**src/rtl/alu_sequencer.sv**
```systemverilog
// Sequential front end for the datapath ALU: accepts one operation, decodes it into
// AluOp/busA/busB, captures the ALU result and returns it over a valid/ready response.
module alu_sequencer #(
    parameter int CNT_W = 16
) (
    input  logic             clk,
    input  logic             rst_n,
    input  logic             in_valid,
    output logic             in_ready,
    input  logic [4:0]       in_op,
    input  logic [31:0]      in_a,
    input  logic [31:0]      in_b,
    input  logic [15:0]      in_imm,
    output logic [3:0]       alu_op,
    output logic [31:0]      alu_a,
    output logic [31:0]      alu_b,
    input  logic [31:0]      alu_res,
    output logic             out_valid,
    input  logic             out_ready,
    output logic [31:0]      out_data,
    output logic             out_err,
    output logic [CNT_W-1:0] op_count
);

    localparam logic [1:0] ST_IDLE = 2'd0;
    localparam logic [1:0] ST_EXEC = 2'd1;
    localparam logic [1:0] ST_HOLD = 2'd2;

    // Packs {illegal, alu_op, busA, busB}; illegal ops park the ALU on opcode 4'hF with zero buses.
    function automatic logic [68:0] decode(input logic [4:0]  op,
                                           input logic [31:0] a,
                                           input logic [31:0] b,
                                           input logic [15:0] imm);
        logic        ill;
        logic [31:0] opb;
        ill = 1'b0;
        opb = b;
        case (op)
            5'h00, 5'h01, 5'h02, 5'h03, 5'h04, 5'h05, 5'h06, 5'h0A, 5'h0B: opb = b;
            5'h10, 5'h11, 5'h12, 5'h16, 5'h1D: opb = {16'h0000, imm};
            5'h14, 5'h15:                      opb = {{16{imm[15]}}, imm};
            5'h1A, 5'h1B:                      opb = {27'h0000000, imm[4:0]};
            default:                           ill = 1'b1;
        endcase
        if (ill) begin
            decode = {1'b1, 4'hF, 32'h0000_0000, 32'h0000_0000};
        end else begin
            decode = {1'b0, op[3:0], a, opb};
        end
    endfunction

    logic [1:0]       state_q,     state_d;
    logic             in_ready_q,  in_ready_d;
    logic [3:0]       alu_op_q,    alu_op_d;
    logic [31:0]      alu_a_q,     alu_a_d;
    logic [31:0]      alu_b_q,     alu_b_d;
    logic             illegal_q,   illegal_d;
    logic             out_valid_q, out_valid_d;
    logic [31:0]      out_data_q,  out_data_d;
    logic             out_err_q,   out_err_d;
    logic [CNT_W-1:0] op_count_q,  op_count_d;
    logic [68:0]      dec_s;

    // Next-state and datapath capture for the IDLE -> EXEC -> HOLD handshake sequence.
    always_comb begin
        dec_s       = decode(in_op, in_a, in_b, in_imm);
        state_d     = state_q;
        in_ready_d  = in_ready_q;
        alu_op_d    = alu_op_q;
        alu_a_d     = alu_a_q;
        alu_b_d     = alu_b_q;
        illegal_d   = illegal_q;
        out_valid_d = out_valid_q;
        out_data_d  = out_data_q;
        out_err_d   = out_err_q;
        op_count_d  = op_count_q;
        case (state_q)
            ST_IDLE: begin
                if (in_valid) begin
                    illegal_d  = dec_s[68];
                    alu_op_d   = dec_s[67:64];
                    alu_a_d    = dec_s[63:32];
                    alu_b_d    = dec_s[31:0];
                    in_ready_d = 1'b0;
                    state_d    = ST_EXEC;
                end else begin
                    in_ready_d = 1'b1;
                end
            end
            ST_EXEC: begin
                out_data_d  = illegal_q ? 32'h0000_0000 : alu_res;
                out_err_d   = illegal_q;
                out_valid_d = 1'b1;
                state_d     = ST_HOLD;
            end
            ST_HOLD: begin
                if (out_ready) begin
                    out_valid_d = 1'b0;
                    op_count_d  = op_count_q + CNT_W'(1);
                    in_ready_d  = 1'b1;
                    state_d     = ST_IDLE;
                end else begin
                    out_valid_d = 1'b1;
                end
            end
            default: begin
                out_valid_d = 1'b0;
                in_ready_d  = 1'b1;
                state_d     = ST_IDLE;
            end
        endcase
    end

    // State and output registers; reset drops any in-flight operation.
    always_ff @(posedge clk or negedge rst_n) begin
        if (!rst_n) begin
            state_q     <= ST_IDLE;
            in_ready_q  <= 1'b1;
            alu_op_q    <= 4'hF;
            alu_a_q     <= 32'h0000_0000;
            alu_b_q     <= 32'h0000_0000;
            illegal_q   <= 1'b0;
            out_valid_q <= 1'b0;
            out_data_q  <= 32'h0000_0000;
            out_err_q   <= 1'b0;
            op_count_q  <= '0;
        end else begin
            state_q     <= state_d;
            in_ready_q  <= in_ready_d;
            alu_op_q    <= alu_op_d;
            alu_a_q     <= alu_a_d;
            alu_b_q     <= alu_b_d;
            illegal_q   <= illegal_d;
            out_valid_q <= out_valid_d;
            out_data_q  <= out_data_d;
            out_err_q   <= out_err_d;
            op_count_q  <= op_count_d;
        end
    end

    assign in_ready  = in_ready_q;
    assign alu_op    = alu_op_q;
    assign alu_a     = alu_a_q;
    assign alu_b     = alu_b_q;
    assign out_valid = out_valid_q;
    assign out_data  = out_data_q;
    assign out_err   = out_err_q;
    assign op_count  = op_count_q;

endmodule
```
**config.mk**
```make
export PLATFORM = sky130hd
export DESIGN_NAME = alu_sequencer
export DESIGN_NICKNAME = d
export VERILOG_FILES = /design/src/rtl/alu_sequencer.sv
export SDC_FILE = /design/constraint.sdc
export NUM_CORES = 1
export LEC_CHECK = 0
export CORE_MARGIN = 3
export CORE_UTILIZATION = 45
export DETAILED_ROUTE_END_ITERATION = 10
export PLACE_DENSITY = 0.95
export SLEW_MARGIN = 30
export SYNTH_ARGS = -nofsm -noshare
export SYNTH_HDL_FRONTEND = slang
export SYNTH_SLANG_ARGS = --single-unit
```
**constraint.sdc**
```tcl
create_clock -name clk -period 3.3 [get_ports clk]
set_clock_uncertainty 0.05 [all_clocks]
set_input_delay 0.66 -clock clk [delete_from_list [all_inputs] [get_ports clk]]
set_output_delay 0.66 -clock clk [all_outputs]
set_load 0.03 [all_outputs]
```
==> flow_summary.yaml <==
synth:
  synth_area_mm2: 0.005151
  ys_seq_area_share_pct: 59.39
  synth_nets: 660
  postSynth.asyncResetShare_pct: 100.0
  yosys_warnings: 0
  yosys_most_used_dff: "dfrtp_1"
  synth-edff-count: 0
  syn_inst: 534
  synth_seq_cells: 122
  synth_cell_types: 42
  avgSynthCellArea_um2: 9.646
setup_path:
  path_class: "input pin to flop"
  cpMaxStageDelayCell: "clkdlybuf4s50_1"
  critPathMaxFanout: 16
  cp_cell_sequence: "clkdlybuf4s50_1 -> nor2b_1 -> a221o_1 -> nor2_1 -> o31ai_1"
  arrival_ns: 2.73
  crit_path_end_kind: "flop"
  startpoint_type: "input pin"
  critPathRequiredTime_ns: 3.53
  cp_slowest_stage_delay_ns: 0.68
clocking:
  clockBufferDepth: 2
  cts_tree: "done"
  clock_sinks: 122
  cts_buffers: 17
  clkTransAtPathRegs_ns: 0.06
  htreeDepth: 4
  cts_setup_buffers: 0
  cts_hold_buf: 0
  cts_resized: 0
  cts_root_buffer: "clkbuf_16"
  clk_latency_ns: 0.41
pwr:
  seqPwrFrac_pct: 30.4
  powerDensity_mw_per_mm2: 989.9
  p_leak_nw: 3.601
  peakVddDrop_mv: 0.6772
  clkPwrFrac_pct: 24.4
  combPwrFrac_pct: 45.2
  p_int_mw: 4.927
  power_mw: 8.235
  switching_share_pct: 40.17
  p_sw_mw: 3.308
cells_and_area:
  stdcell_area_mm2: 0.008319
  area_growth_pct: 61.50
  num_antenna_cells: 0
  layout.nets: 894
  utilization_pct: 75.42
  fill_cells: 725
  finalNonFillerCells: 921
  drive_above_1_share_pct: 6.658
floorplan:
  num_rows: 38
  die_w_um: 113.0
  die_y_um: 113.0
  core_area_mm2: 0.01103
  ios: 240
  die_area_mm2: 0.01277
  initial_utilization_pct: 46.70
sta:
  worst_slack_ns: 0.8089
  relSlewSlack_pct: 50.00
  period_share_pct: 75.49
  max_freq_ghz: 0.4014
  timing.hold.ws_ns: 0.2396
  setup_violations: 0
  period_minus_slack_ns: 2.491
  hold_viol: 0
  rsz0062_at_grt: "no"
  finalMaxSlewViolations: 0
  worst_pin_slew_ns: 0.7490
  finalSetupTns_ns: 0
placement:
  gp_congestion: 0.8851
  postPlaceCellArea_mm2: 0.007669
  pre_cts_ws_ns: 0.4671
  port_buffers: 239
  dp.final_hpwl_um: 11570
  placedCellCount: 889
drt:
  post-route-drc-count: 0
  firstDrtPassIters: 5
  wl_per_cell_um: 17.50
  drtIter0Drc: 249
  vias: 4818
  postRouteAntennaNets: 0
  routed_wl_um: 16110
  post_drt_via_cell_ratio: 5.231
global_route:
  grt_pass1_vias: 5274
  grt_overflow: 0
  antenna_found_initial: 0
  grt_max_degree: 69
  grt_pass1_wl_um: 26060
  grt.total_usage_pct: 25.82
hold_path:
  hold_class: "input pin to async pin"
run:
  drv_cap: 0
outcome:
  outcome: "finished clean"
-- path summary, 6_finish.rpt --
kind	from	to	slack [ns]	cells after the start
max	in_op[4]	alu_b[27]	0.81	5
min	rst_n	out_data[15]	0.24	1
max reg2reg	state_q[0]	alu_b[15]	1.30	6
min reg2reg	alu_b[28]	alu_b[28]	0.43	2
max in group asynchronous	rst_n	alu_op[0]	2.10	2
min in group clk	alu_b[28]	alu_b[28]	0.43	2
-- power groups by stage --
stage / clock [mW] / sequential, mW / combinational (mW)
after global placement: 0 / 2.46 / 3.60
final: 2.01 / 2.50 / 3.73
after detailed placement: 0 / 2.51 / 3.72
after CTS: 2.04 / 2.50 / 3.76
after floorplan: 0 / 3.60 / 0.881
after global routing: 2.13 / 2.56 / 3.98
-- routing by layer --
metal / part of all wire (%) / track usage, %
met1: 36 / 27.13
met2: 53 / 46.29
met3: 8.4 / 9.840
met4: 2.9 / 10.58
met5: 0 / 0
-- flip-flops by register name (all words and copies together) (netlist names) --
register / count
in_ready: 1
out_err: 1
alu_a: 32
op_count: 16
state_q: 2
out_valid: 1
alu_b: 32
alu_op: 4
illegal_q: 1
out_data: 32
-- synth_stat cells, types with 3 or more instances --
master    number  area share (%)
inv_1         38             2.8
dfstp_2        5             2.6
o21ai_1       21             2.0
nand2_1      141              10
o21ai_0       63             6.1
nor2b_1        3            0.36
o22a_1         3            0.51
clkbuf_1      23             1.7
mux2i_1        5            0.97
dfrtp_1      117              57
o31ai_1       17             2.5
nand3_1        4            0.39
nand4_1        4            0.49
xnor2_1       10             1.7
nand2b_1       3            0.36
a21oi_1        4            0.39
nor2_1        25             1.8
a22oi_1       11             1.6
ha_1           5             1.2
xor2_1         5            0.85
-- cell families after synthesis --
| group | after synthesis | synth area share, % |
|---|---|---|
| adders and majority gates | 5 | 1.214 |
| muxes | 7 | 1.409 |
| AOI/OAI and AO/OA | 127 | 14.96 |
| buffers and inverters | 67 | 5.198 |
| and+or+nand+nor | 191 | 15.28 |
| xor gates and xnor gates | 15 | 2.550 |
| DFF | 122 | 59.39 |
-- layout make-up --
class | instances | area [µm²] | area share, %
sequential | 122 | 3059 | 36.77
timing repair buffer | 244 | 2452 | 29.48
multi-input combinational | 345 | 1839 | 22.11
clock buffer | 18 | 429.2 | 5.159
clock inverter | 14 | 221.5 | 2.662
tap | 140 | 175.2 | 2.106
inverter | 38 | 142.6 | 1.715
-- critical path, delay by kind of cell --
| kind | cells | cell delay, ns |
|---|---|---|
| AO/OA/AOI/OAI | 2 | 0.91 |
| AND/OR/NAND/NOR | 2 | 0.46 |
| buffers and inverters | 1 | 0.68 |
-- placed cells by master (no fill, tap or decap), types with 5 or more instances in the layout --
cell             instances
a22oi_1                 11
bufinv_16                5
clkbuf_16               17
clkdlybuf4s50_1        238
dfrtp_1                117
dfstp_2                  5
ha_1                     5
inv_1                   38
mux2i_1                  5
nand2_1                140
nor2_1                  25
o21ai_0                 63
o21ai_1                 21
o31ai_1                 17
xnor2_1                 10
xor2_1                   5
Note: power is estimated with default switching activity, not from simulation.
